==> src/rtl/rect_pkg.sv <==
// Shared types and defaults for the rectangle fill engine and the blitters
// that reuse its raster walker. Defaults match the 160x120, 12-bit colour
// framebuffer.
package rect_pkg;

    typedef enum logic [1:0] {
        IDLE = 2'd0,
        DRAW = 2'd1,
        FIN  = 2'd2
    } state_t;

    localparam int RECT_X_W     = 8;
    localparam int RECT_Y_W     = 7;
    localparam int RECT_COLOR_W = 12;

    localparam logic [11:0] COLOR_WHITE = 12'hfff;

endpackage

==> src/rtl/raster_walker.sv <==
// Raster-order coordinate stepper. On i_load it captures the start corner and
// the exclusive far corner (stored as inclusive x1-1 / y1-1) and places the
// cursor at (x0,y0). Each i_advance moves the cursor one pixel in row-major
// order; on the final pixel the cursor holds and o_last stays high.
// With i_skip_interior set, interior rows only visit x0 and x1-1.
module raster_walker
    import rect_pkg::*;
#(
    parameter int X_W = RECT_X_W,
    parameter int Y_W = RECT_Y_W
) (
    input  logic           clk,
    input  logic           rst,
    input  logic           i_load,
    input  logic [X_W-1:0] i_x0,
    input  logic [Y_W-1:0] i_y0,
    input  logic [X_W-1:0] i_x1,
    input  logic [Y_W-1:0] i_y1,
    input  logic           i_skip_interior,
    input  logic           i_advance,
    output logic [X_W-1:0] o_sx,
    output logic [Y_W-1:0] o_sy,
    output logic           o_last
);

    localparam logic [X_W-1:0] X_ONE = {{(X_W-1){1'b0}}, 1'b1};
    localparam logic [Y_W-1:0] Y_ONE = {{(Y_W-1){1'b0}}, 1'b1};

    logic [X_W-1:0] r_x0;
    logic [Y_W-1:0] r_y0;
    logic [X_W-1:0] r_x1m1;
    logic [Y_W-1:0] r_y1m1;
    logic [X_W-1:0] r_sx;
    logic [Y_W-1:0] r_sy;

    logic           w_x_end;
    logic           w_y_end;
    logic           w_last;
    logic           w_interior;
    logic           w_jump;
    logic [X_W-1:0] w_nx;
    logic [Y_W-1:0] w_ny;

    // Next cursor position: wrap to x0 on the row end, jump across interior
    // rows in outline mode, otherwise step right. Bounds are compared within
    // the coordinate width so x1/y1 at the width maximum never wrap.
    always_comb begin
        w_x_end    = (r_sx == r_x1m1);
        w_y_end    = (r_sy == r_y1m1);
        w_last     = w_x_end && w_y_end;
        w_interior = (r_sy != r_y0) && !w_y_end;
        w_jump     = i_skip_interior && w_interior &&
                     (r_sx == r_x0) && (r_x1m1 > r_x0);
        w_nx       = r_sx + X_ONE;
        w_ny       = r_sy;
        if (w_x_end) begin
            w_nx = r_x0;
            w_ny = r_sy + Y_ONE;
        end else if (w_jump) begin
            w_nx = r_x1m1;
            w_ny = r_sy;
        end else begin
            w_nx = r_sx + X_ONE;
            w_ny = r_sy;
        end
    end

    // Bounds capture on load, cursor update on each accepted advance.
    always_ff @(posedge clk or posedge rst) begin
        if (rst) begin
            r_x0   <= {X_W{1'b0}};
            r_y0   <= {Y_W{1'b0}};
            r_x1m1 <= {X_W{1'b0}};
            r_y1m1 <= {Y_W{1'b0}};
            r_sx   <= {X_W{1'b0}};
            r_sy   <= {Y_W{1'b0}};
        end else if (i_load) begin
            r_x0   <= i_x0;
            r_y0   <= i_y0;
            r_x1m1 <= i_x1 - X_ONE;
            r_y1m1 <= i_y1 - Y_ONE;
            r_sx   <= i_x0;
            r_sy   <= i_y0;
        end else if (i_advance && !w_last) begin
            r_sx   <= w_nx;
            r_sy   <= w_ny;
        end else begin
            r_sx   <= r_sx;
            r_sy   <= r_sy;
        end
    end

    assign o_sx   = r_sx;
    assign o_sy   = r_sy;
    assign o_last = w_last;

endmodule

==> src/rtl/rect_fill.sv <==
// Rectangle fill engine: accepts a rectangle command (corners + colour) and
// streams one pixel per accepted beat over a valid/ready interface in raster
// order. Degenerate rectangles (x0>=x1 or y0>=y1) produce no pixels but still
// report busy and a done pulse.
// Optional build macro RECT_FILL_OUTLINE_EN: when defined, a command latched
// with outline=1 emits only border pixels. When undefined the outline input
// is ignored and no outline logic exists.
module rect_fill
    import rect_pkg::*;
#(
    parameter int X_W     = RECT_X_W,
    parameter int Y_W     = RECT_Y_W,
    parameter int COLOR_W = RECT_COLOR_W
) (
    input  logic               clk,
    input  logic               rst,
    input  logic               start,
    input  logic [X_W-1:0]     x0,
    input  logic [Y_W-1:0]     y0,
    input  logic [X_W-1:0]     x1,
    input  logic [Y_W-1:0]     y1,
    input  logic [COLOR_W-1:0] fill,
    input  logic               outline,
    output logic               busy,
    output logic               done,
    output logic               px_valid,
    input  logic               px_ready,
    output logic [X_W-1:0]     sx,
    output logic [Y_W-1:0]     sy,
    output logic [COLOR_W-1:0] color
);

    state_t             r_state;
    logic               r_busy;
    logic               r_done;
    logic               r_px_valid;
    logic [COLOR_W-1:0] r_color;

    logic               w_accept;
    logic               w_degenerate;
    logic               w_beat;
    logic               w_last;
    logic               w_skip;

`ifdef RECT_FILL_OUTLINE_EN
    logic               r_outline;

    // Outline request is captured with the geometry and held for the command.
    always_ff @(posedge clk or posedge rst) begin
        if (rst) begin
            r_outline <= 1'b0;
        end else if (w_accept) begin
            r_outline <= outline;
        end else begin
            r_outline <= r_outline;
        end
    end

    assign w_skip = r_outline;
`else
    logic               w_unused;

    assign w_unused = outline;
    assign w_skip   = 1'b0;
`endif

    assign w_accept     = (r_state == IDLE) && start;
    assign w_degenerate = (x0 >= x1) || (y0 >= y1);
    assign w_beat       = r_px_valid && px_ready;

    raster_walker #(
        .X_W (X_W),
        .Y_W (Y_W)
    ) u_walker (
        .clk             (clk),
        .rst             (rst),
        .i_load          (w_accept),
        .i_x0            (x0),
        .i_y0            (y0),
        .i_x1            (x1),
        .i_y1            (y1),
        .i_skip_interior (w_skip),
        .i_advance       (w_beat),
        .o_sx            (sx),
        .o_sy            (sy),
        .o_last          (w_last)
    );

    // Command FSM: accepts start in IDLE, streams beats in DRAW and issues the
    // single-cycle done pulse in FIN. A degenerate command spends one busy
    // cycle in FIN before its done cycle.
    always_ff @(posedge clk or posedge rst) begin
        if (rst) begin
            r_state    <= IDLE;
            r_busy     <= 1'b0;
            r_done     <= 1'b0;
            r_px_valid <= 1'b0;
            r_color    <= {COLOR_W{1'b0}};
        end else begin
            case (r_state)
                IDLE: begin
                    r_done <= 1'b0;
                    if (start) begin
                        r_color <= fill;
                        r_busy  <= 1'b1;
                        if (w_degenerate) begin
                            r_state    <= FIN;
                            r_px_valid <= 1'b0;
                        end else begin
                            r_state    <= DRAW;
                            r_px_valid <= 1'b1;
                        end
                    end else begin
                        r_state    <= IDLE;
                        r_busy     <= 1'b0;
                        r_px_valid <= 1'b0;
                    end
                end
                DRAW: begin
                    if (w_beat && w_last) begin
                        r_state    <= FIN;
                        r_px_valid <= 1'b0;
                        r_busy     <= 1'b0;
                        r_done     <= 1'b1;
                    end else begin
                        r_state    <= DRAW;
                        r_px_valid <= 1'b1;
                    end
                end
                FIN: begin
                    r_px_valid <= 1'b0;
                    if (r_done) begin
                        r_done  <= 1'b0;
                        r_state <= IDLE;
                    end else begin
                        r_done  <= 1'b1;
                        r_busy  <= 1'b0;
                        r_state <= FIN;
                    end
                end
                default: begin
                    r_state    <= IDLE;
                    r_busy     <= 1'b0;
                    r_done     <= 1'b0;
                    r_px_valid <= 1'b0;
                end
            endcase
        end
    end

    assign busy     = r_busy;
    assign done     = r_done;
    assign px_valid = r_px_valid;
    assign color    = r_color;

endmodule

==> config.mk <==
export PLATFORM = sky130hd
export DESIGN_NAME = rect_fill
export DESIGN_NICKNAME = d
export VERILOG_FILES = /design/src/rtl/rect_pkg.sv /design/src/rtl/raster_walker.sv /design/src/rtl/rect_fill.sv
export SDC_FILE = /design/constraint.sdc
export NUM_CORES = 1
export LEC_CHECK = 0
export CORE_ASPECT_RATIO = 1.25
export CORE_MARGIN = 2
export CORE_UTILIZATION = 29
export CTS_CLUSTER_DIAMETER = 200
export DETAILED_ROUTE_END_ITERATION = 7
export GPL_ROUTABILITY_DRIVEN = 0
export PLACE_DENSITY_LB_ADDON = 0.05
export SYNTH_ARGS = -nofsm -noshare
export SYNTH_HDL_FRONTEND = slang
export SYNTH_SLANG_ARGS = --single-unit
==> constraint.sdc <==
create_clock -name clk -period 2.65 [get_ports clk]
set_clock_uncertainty 0.1 [all_clocks]
set_input_delay 0.53 -clock clk [delete_from_list [all_inputs] [get_ports clk]]
set_output_delay 0.53 -clock clk [all_outputs]
set_load 0.02 [all_outputs]
==> results of run 1 <==
-- sequential cells by signal, summed over array words and instances, names as in the netlist --
signal / count
u_walker.o_sx: 8
u_walker.r_x1m1: 8
u_walker.r_x0: 8
px_valid: 1
busy: 1
color: 12
u_walker.r_y1m1: 7
r_state: 2
u_walker.o_sy: 7
done: 1
-- kinds of logic after synthesis --
family | count (synthesis) | synth area share [%]
and+or+nand+nor | 148 | 20.2
AOI/OAI and AO/OA | 65 | 12.9
DFF | 55 | 42.6
buffers and inverters | 38 | 4.69
xor gates and xnor gates | 30 | 8.13
adders and majority gates | 23 | 8.91
muxes | 8 | 2.56
-- metrics by stage --
stage	TNS (ns)	area (um2)	util (%)
finish	0	4460	40.7
global route	0	4460	40.7
CTS	0	4460	40.7
detailed placement	-0.323	4320	39.4
global placement	-0.376	4320	39.4
floorplan	0	3230	-
-- power by group through the flow --
stage	Combinational, mW	Clock, mW	Sequential, mW
6_report	2.19	0.678	1.59
5_1_grt	2.45	0.726	1.65
4_1_cts	2.24	0.700	1.59
3_5_place_dp	2.23	0	1.60
3_3_place_gp	2.22	0	1.60
2_1_floorplan	1.00	0	1.81
-- metal layers --
metal / up-vias / track usage [%] / wire (um) / share of wire [%]
li1: 1437 / - / - / -
met4: 0 / 5.74 / 161 / 1.7
met1: 1311 / 19.7 / 4050 / 43
met2: 58 / 29.9 / 4910 / 52
met3: 10 / 2.98 / 354 / 3.7
met5: - / 0 / 0 / 0
-- final timing paths --
kind	startpoint	to	slack, ns	cells after the start
worst max-delay path	y1[5]	r_state[1]$_DFF_PP0_	0.22	9
worst min-delay path	color[4]$_DFFE_PP0P_	color[4]$_DFFE_PP0P_	0.38	2
worst max register to register	u_walker.o_sx[2]$_DFFE_PP0P_	busy$_DFFE_PP0P_	0.42	6
worst min register to register	color[4]$_DFFE_PP0P_	color[4]$_DFFE_PP0P_	0.38	2
max in group asynchronous	rst	u_walker.r_x0[5]$_DFFE_PP0P_	1.50	3
min in group asynchronous	rst	color[0]$_DFFE_PP0P_	0.40	2
-- cell usage in the layout, fill, tap and decap left out, types with 3 or more instances in the layout --
| master | n |
|---|---|
| nand2_1 | 87 |
| clkdlybuf4s50_1 | 75 |
| dfrtp_1 | 55 |
| o21ai_0 | 30 |
| buf_4 | 28 |
| xnor2_1 | 24 |
| inv_1 | 23 |
| ha_1 | 23 |
| nor2_1 | 16 |
| nor3_1 | 11 |
| nand4_1 | 7 |
| xor2_1 | 6 |
| a31oi_1 | 6 |
| mux2i_1 | 6 |
| nand3_1 | 6 |
| a21oi_1 | 5 |
| clkbuf_16 | 5 |
| and3_1 | 4 |
| and2_1 | 3 |
| nand2b_1 | 3 |
| nor2b_1 | 3 |
| clkinv_2 | 3 |
-- worst max-delay path: stages --
cell and delay [ns]:
clkdlybuf4s50_1 0.49, inv_1 0.06, ha_1 0.28, a21o_1 0.18, a211oi_1 0.30, o31a_1 0.20, o211ai_1 0.15, a221oi_1 0.27
nor2_1 0.06
-- layout make-up --
cell class / count / area, um2
multi-input cells: 274 / 1710
repair buffers: 104 / 981
well taps: 135 / 169
inverters: 24 / 90.1
flip-flops and latches: 55 / 1380
fillers: 1144 / 6510
clock inverters: 3 / 15.0
clock buffers: 5 / 125
==> impl_metrics.yaml, run 1 <==
power:
  internal-power_mw: 2.64
  power_density_nw_per_um2: 998
  p_sw_mw: 1.81
  sw_frac_of_total_pct: 40.7
  peakVddDrop_v: 0.000378
  p_total_mw: 4.45
  seqPwrFrac_pct: 35.6
  clkPwrFrac_pct: 15.2
  p_leak_nw: 2.05
  pwr-share-comb_pct: 49.2
cells_and_area:
  drive_gt1_share_pct: 9.46
  antenna_cells_inserted: 0
  area_growth_pct: 38.1
  fin_nets: 534
  instances_no_fill: 600
clock_tree:
  post_cts_buffers: 0
  clk_pin_slew_worst_paths_ns: 0.07
  cts_resized: 0
  ctsHoldBuffers: 0
  cts.sinks: 55
  cts_tree: "done"
  clk-insertion-delay-late_ns: 0.30
  cts_max_path_buffers: 2
  cts_buffers: 5
  root_buffer: "clkbuf_16"
  cts.htree.levels: 2
timing:
  worst_pin_slew_ns: 0.415
  fin_ws_ns: 0.217
  period_minus_slack_ns: 2.43
  max_clock_freq_ghz: 0.411
  finalCritPeriodShare_pct: 91.8
  finalHoldViolations: 0
  grt_setup_unrepaired: "no"
  setup_viol: 0
  finalMaxSlewViolations: 0
  hold-worst-slack_ns: 0.380
  relSlewSlack_pct: 72.1
synth:
  synth.avg_cell_area_um2: 8.80
  synthCells: 367
  mappedNetlistArea_um2: 3230
  yosysTopAreaCellShare_pct: 42.6
  ys.flop_type: "dfrtp_1"
  synth_edf_count: 0
  synth_cell_types: 49
  synth_commonest_cells: "nand2_1, dfrtp_1, o21ai_0, inv_1, xnor2_1"
  syn_nets: 437
  synth-seq-cells: 55
  synth.most_common_cell: "nand2_1"
  synth.area.top_cells: "dfrtp_1, nand2_1, ha_1, xnor2_1, o21ai_0"
  yosysWarnings: 0
  ys_async_sr_fraction_pct: 100
  synth_area_leader_cell: "dfrtp_1"
  ys_seq_area_share_pct: 42.6
die:
  die_area_um2: 12000
  rows: 43
  ioPinCount: 77
  start_util_pct: 29.4
  die_h_um: 122
  coreArea_um2: 11000
  fp.dieW_um: 98.4
critical_path:
  worstPathRequired_ns: 2.74
  end_kind: "register"
  crit_fanout: 2
  crit_type: "input pin to register"
  crit_path_start_kind: "input pin"
  arrival_ns: 2.52
global_route:
  grt_pass1_wl_um: 15400
  grt_pass1_vias: 2978
  gr-total-overflow: 0
  grt_usage_pct: 16.6
  grt_max_degree: 43
  antenna_found_initial: 0
route:
  wl_per_cell_um: 15.8
  ant_nets: 0
  drt_iter0_markers: 43
  viasPerCell: 4.69
  vias: 2816
  drc: 0
  first_pass_iters: 4
  wirelength_um: 9480
placed_design:
  pre_cts_slack_ns: -0.135
  dp_hpwl_um: 7250
  portBuffers: 75
  dp_cells: 592
hold_path:
  hold_class: "register to register"
status:
  status: "finished clean"
run:
  drv_cap: 0
No activity file was read; power rests on OpenSTA's default activity.
==> run 2, diff against run 1 <==
==> constraint.sdc (replaced) <==
create_clock -name clk -period 3.1 [get_ports clk]
set_clock_uncertainty 0.1 [all_clocks]
set_input_delay 0.62 -clock clk [delete_from_list [all_inputs] [get_ports clk]]
set_output_delay 0.62 -clock clk [all_outputs]
set_load 0.02 [all_outputs]
==> impl_metrics.yaml, run 2 (synthesis gave the netlist of run 1 again) <==
cells_and_area:
  final_util_pct: 39.4
  antenna_cells_inserted: 0
  largest_register_ffs: 12
  layout_commonest_cell: "nand2_1"
  fin_nets: 515
  multi_input_area_um2: 1710
  area_growth_pct: 33.8
  regArea_um2: 1380
  final_cell_mix: "nand2_1, clkdlybuf4s50_1, dfrtp_1"
  drive_gt1_share_pct: 5.38
  n_fill_cell: 1182
clock_tree:
  post_cts_buffers: 0
  cts_buffers: 5
  cts_resized: 0
  clk_pin_slew_worst_paths_ns: 0.07
  clk-insertion-delay-late_ns: 0.29
  cts_max_path_buffers: 2
  ctsHoldBuffers: 0
  root_buffer: "clkbuf_16"
  cts.sinks: 55
  cts_tree: "done"
  cts.htree.levels: 2
timing:
  hold-worst-slack_ns: 0.375
  max_clock_freq_ghz: 0.385
  finalHoldViolations: 0
  relSlewSlack_pct: 51.1
  period_minus_slack_ns: 2.60
  finalMaxSlewViolations: 0
  setup_viol: 0
  worst_pin_slew_ns: 0.733
  grt_setup_unrepaired: "no"
  finalCritPeriodShare_pct: 83.8
  tns_ns: 0
critical_path:
  r2r_end: "busy$_DFFE_PP0P_"
  crit_type: "input pin to register"
  worstPathCellList: "clkdlybuf4s50_1 > inv_1 > ha_1 > a211o_1 > a31oi_1 > o31a_1 > o211ai_1 > a221oi_1 > nor2_1"
  crit_path_start_kind: "input pin"
  max_stage_delay_ns: 0.53
  crit_fanout: 3
  worstPathRequired_ns: 3.18
  reg2reg_slack_ns: 0.65
  regToRegStartpoint: "u_walker.o_sx[1]$_DFFE_PP0P_"
  ff2ff_path_depth: 6
  end_kind: "register"
  arrival_ns: 2.68
  critPathSlowestCell: "clkdlybuf4s50_1"
global_route:
  grt_max_degree: 56
  antenna_found_initial: 0
  grt_pass1_wl_um: 14600
  grt_usage_pct: 15.7
  gr-total-overflow: 0
  grt_pass1_vias: 2762
placed_design:
  portBuffers: 75
  dp_hpwl_um: 6870
power:
  seqPwrFrac_pct: 36.8
  pwr-share-comb_pct: 47.0
  p_leak_nw: 1.95
  clkPwrFrac_pct: 16.2
  sw_frac_of_total_pct: 40.2
  internal-power_mw: 2.24
  peakVddDrop_v: 0.000301
  power_density_nw_per_um2: 867
  p_sw_mw: 1.51
die:
  start_util_pct: 29.4
  die_h_um: 122
  fp.dieW_um: 98.4
  rows: 43
  die_area_um2: 12000
  coreArea_um2: 11000
  ioPinCount: 77
route:
  ant_nets: 0
  wirelength_um: 9020
  wl_per_cell_um: 15.5
  drc: 0
  drt_iter0_markers: 96
  viasPerCell: 4.78
  first_pass_iters: 4
  vias: 2780
hold_path:
  holdPathEnd: "color[3]$_DFFE_PP0P_"
  whs_path_depth: 2
  holdCritStartpoint: "color[3]$_DFFE_PP0P_"
  hold_class: "register to register"
run:
  drv_cap: 0
status:
  status: "finished clean"
-- run 2: metal layers --
metal	wire [um]	track usage, %	up-vias
met5	0	0	-
met4	97	4.97	0
met3	305	2.98	4
met2	4610	27.2	54
met1	4000	19.8	1325
li1	-	-	1397
-- run 2: layout make-up --
cell class / instances / share of cell area [%]
clock buffers: 8 / 3.62
inverters: 24 / 2.08
multi-input cells: 274 / 39.5
flip-flops and latches: 55 / 31.8
well taps: 135 / 3.91
repair buffers: 85 / 19.1
-- run 2: power groups by stage --
| stage | Clock [mW] | Sequential, mW | Combinational (mW) |
|---|---|---|---|
| after global routing | 0.658 | 1.44 | 1.99 |
| after floorplan | 0 | 1.55 | 0.859 |
| after global placement | 0 | 1.40 | 1.78 |
| after CTS | 0.635 | 1.39 | 1.80 |
| final | 0.607 | 1.38 | 1.76 |
| after detailed placement | 0 | 1.40 | 1.80 |
-- run 2: worst max path at each step --
stage                            startpoint                    to  slack [ns]  cells after the start
6_report                              x1[2]  r_state[1]$_DFF_PP0_        0.50                      9
5_1_grt                               y1[0]  r_state[1]$_DFF_PP0_        0.30                      8
4_1_cts                               y1[0]  r_state[1]$_DFF_PP0_        0.50                      8
3_5_place_dp                          y1[5]  r_state[1]$_DFF_PP0_        0.19                      9
3_3_place_gp                          y0[0]  r_state[1]$_DFF_PP0_        0.20                      9
2_1_floorplan  u_walker.o_sx[3]$_DFFE_PP0P_      busy$_DFFE_PP0P_        0.86                      7
-- run 2: critical path, delay by kind of cell --
kind | cells | cell delay [ns]
adder cells (fa/ha/maj) | 1 | 0.29
AO/OA/AOI/OAI | 5 | 1.09
buffers and inverters | 2 | 0.62
AND/OR/NAND/NOR | 1 | 0.06
-- run 2: through the flow --
step | total power [mW] | worst slack (ns) | instance area (um2) | instances
floorplan | 2.41 | 0.860 | 3230 | 367
global placement | 3.18 | 0.202 | 4170 | 573
detailed placement | 3.20 | 0.191 | 4170 | 573
CTS | 3.83 | 0.498 | 4320 | 581
global route | 4.09 | 0.299 | 4320 | 581
finish | 3.75 | 0.503 | 4320 | 581
==> run 3, diff against run 2 <==
==> constraint.sdc (replaced) <==
create_clock -name clk -period 2.4 [get_ports clk]
set_clock_uncertainty 0.1 [all_clocks]
set_input_delay 0.48 -clock clk [delete_from_list [all_inputs] [get_ports clk]]
set_output_delay 0.48 -clock clk [all_outputs]
set_load 0.02 [all_outputs]
==> impl_metrics.yaml, run 3 (synthesis gave the netlist of run 1 again) <==
status:
  status: "finished clean"
cells_and_area:
  instances_no_fill: 621
  area_growth_pct: 44.1
  final_cell_mix: "nand2_1, clkdlybuf4s50_1, dfrtp_1"
  antenna_cells_inserted: 0
  drive_gt1_share_pct: 14.4
  multi_input_area_um2: 1730
  fin_nets: 555
  largest_register_ffs: 12
  layout_commonest_cell: "nand2_1"
  regArea_um2: 1380
  n_fill_cell: 1175
timing:
  worst_pin_slew_ns: 0.505
  max_clock_freq_ghz: 0.435
  finalCritPeriodShare_pct: 95.8
  hold-worst-slack_ns: 0.347
  period_minus_slack_ns: 2.30
  setup_viol: 0
  finalMaxSlewViolations: 0
  grt_setup_unrepaired: "no"
  relSlewSlack_pct: 66.2
  finalHoldViolations: 0
power:
  p_sw_mw: 2.03
  clkPwrFrac_pct: 14.7
  internal-power_mw: 2.99
  peakVddDrop_v: 0.000453
  seqPwrFrac_pct: 34.1
  p_leak_nw: 2.18
  p_total_mw: 5.02
  power_density_nw_per_um2: 1080
  pwr-share-comb_pct: 51.2
  sw_frac_of_total_pct: 40.4
route:
  viasPerCell: 4.73
  first_pass_iters: 4
  drc: 0
  ant_nets: 0
  wl_per_cell_um: 15.5
  drt_iter0_markers: 91
  wirelength_um: 9600
  vias: 2938
die:
  start_util_pct: 29.4
  fp.dieW_um: 98.4
  die_area_um2: 12000
  coreArea_um2: 11000
  die_h_um: 122
  rows: 43
  ioPinCount: 77
placed_design:
  dp_cells: 613
  portBuffers: 75
  dp_hpwl_um: 7410
global_route:
  grt_max_degree: 44
  antenna_found_initial: 0
  grt_usage_pct: 16.3
  grt_pass1_wl_um: 15200
  grt_pass1_vias: 3005
  gr-total-overflow: 0
clock_tree:
  clk-insertion-delay-late_ns: 0.30
  root_buffer: "clkbuf_16"
  cts_buffers: 5
  cts_max_path_buffers: 2
  ctsHoldBuffers: 0
  clk_pin_slew_worst_paths_ns: 0.07
  cts.htree.levels: 2
  cts.sinks: 55
  cts_tree: "done"
critical_path:
  worstPathCellList: "clkdlybuf4s50_1 > inv_1 > ha_1 > nand2b_1 > a31oi_1 > o31a_1 > o211ai_1 > a221oi_2 > nor2_1"
  worstPathRequired_ns: 2.49
  arrival_ns: 2.39
  critPathSlowestCell: "clkdlybuf4s50_1"
  end_kind: "register"
  crit_path_start_kind: "input pin"
  reg2reg_slack_ns: 0.19
  max_stage_delay_ns: 0.50
  crit_type: "input pin to register"
  crit_fanout: 2
run:
  drv_cap: 0
hold_path:
  hold_class: "input pin to asynchronous set/reset pin"
[run 3: final cells by class]
class	count	area share, %
repair buffers	125	24.6
multi-input cells	274	37.2
clock inverters	3	0.322
flip-flops and latches	55	29.6
inverters	24	1.93
clock buffers	5	2.69
well taps	135	3.63
[run 3: worst paths after layout]
path,from,end,cells after the start
worst max-delay path,x0[0],r_state[1]$_DFF_PP0_,9
worst min-delay path,rst,color[0]$_DFFE_PP0P_,2
worst max register to register,u_walker.o_sy[5]$_DFFE_PP0P_,busy$_DFFE_PP0P_,6
worst min register to register,color[3]$_DFFE_PP0P_,color[3]$_DFFE_PP0P_,2
max in group asynchronous,rst,u_walker.r_y1m1[0]$_DFFE_PP0P_,3
min in group clk,color[3]$_DFFE_PP0P_,color[3]$_DFFE_PP0P_,2
[run 3: per-stage QoR]
stage / TNS [ns] / cell area [um2] / utilization, % / setup WS (ns)
floorplan: 0 / 3230 / - / 0.160
global placement: -0.951 / 4480 / 40.8 / -0.343
detailed placement: -0.978 / 4480 / 40.8 / -0.362
CTS: 0 / 4630 / 42.2 / 0.00722
global route: 0 / 4660 / 42.4 / 0.00942
finish: 0 / 4660 / 42.4 / 0.0999
[run 3: critical path: cells and delay by family]
kind,cells,cell delay [ns]
simple gates,2,0.21
compound gates,4,0.82
fa+ha+maj,1,0.28
buf+inv,2,0.59
[run 3: layer usage]
| layer | routed length (um) | vias to the layer above | global-route usage (%) | share of wire [%] |
|---|---|---|---|---|
| met1 | 4110 | 1387 | 19.5 | 43 |
| met5 | 0 | - | 0 | 0 |
| met4 | 155 | 0 | 4.37 | 1.6 |
| li1 | - | 1482 | - | - |
| met2 | 5030 | 62 | 30.0 | 52 |
| met3 | 305 | 7 | 2.75 | 3.2 |
[run 3: what timing repair did]
item | 4_1_cts | 5_1_grt
gates cloned | 0 | 0
setup endpoints to repair | 2 | 3
buffers inserted | 0 | 0
pin swaps | 1 | 8
resized for setup | 2 | 6
[run 3: power groups by stage]
stage,clock network [mW],logic (mW),registers [mW]
detailed placement,0,2.60,1.74
finish,0.738,2.57,1.71
CTS,0.773,2.61,1.72
global placement,0,2.58,1.73
floorplan,0,1.11,2.00
global route,0.796,2.86,1.78
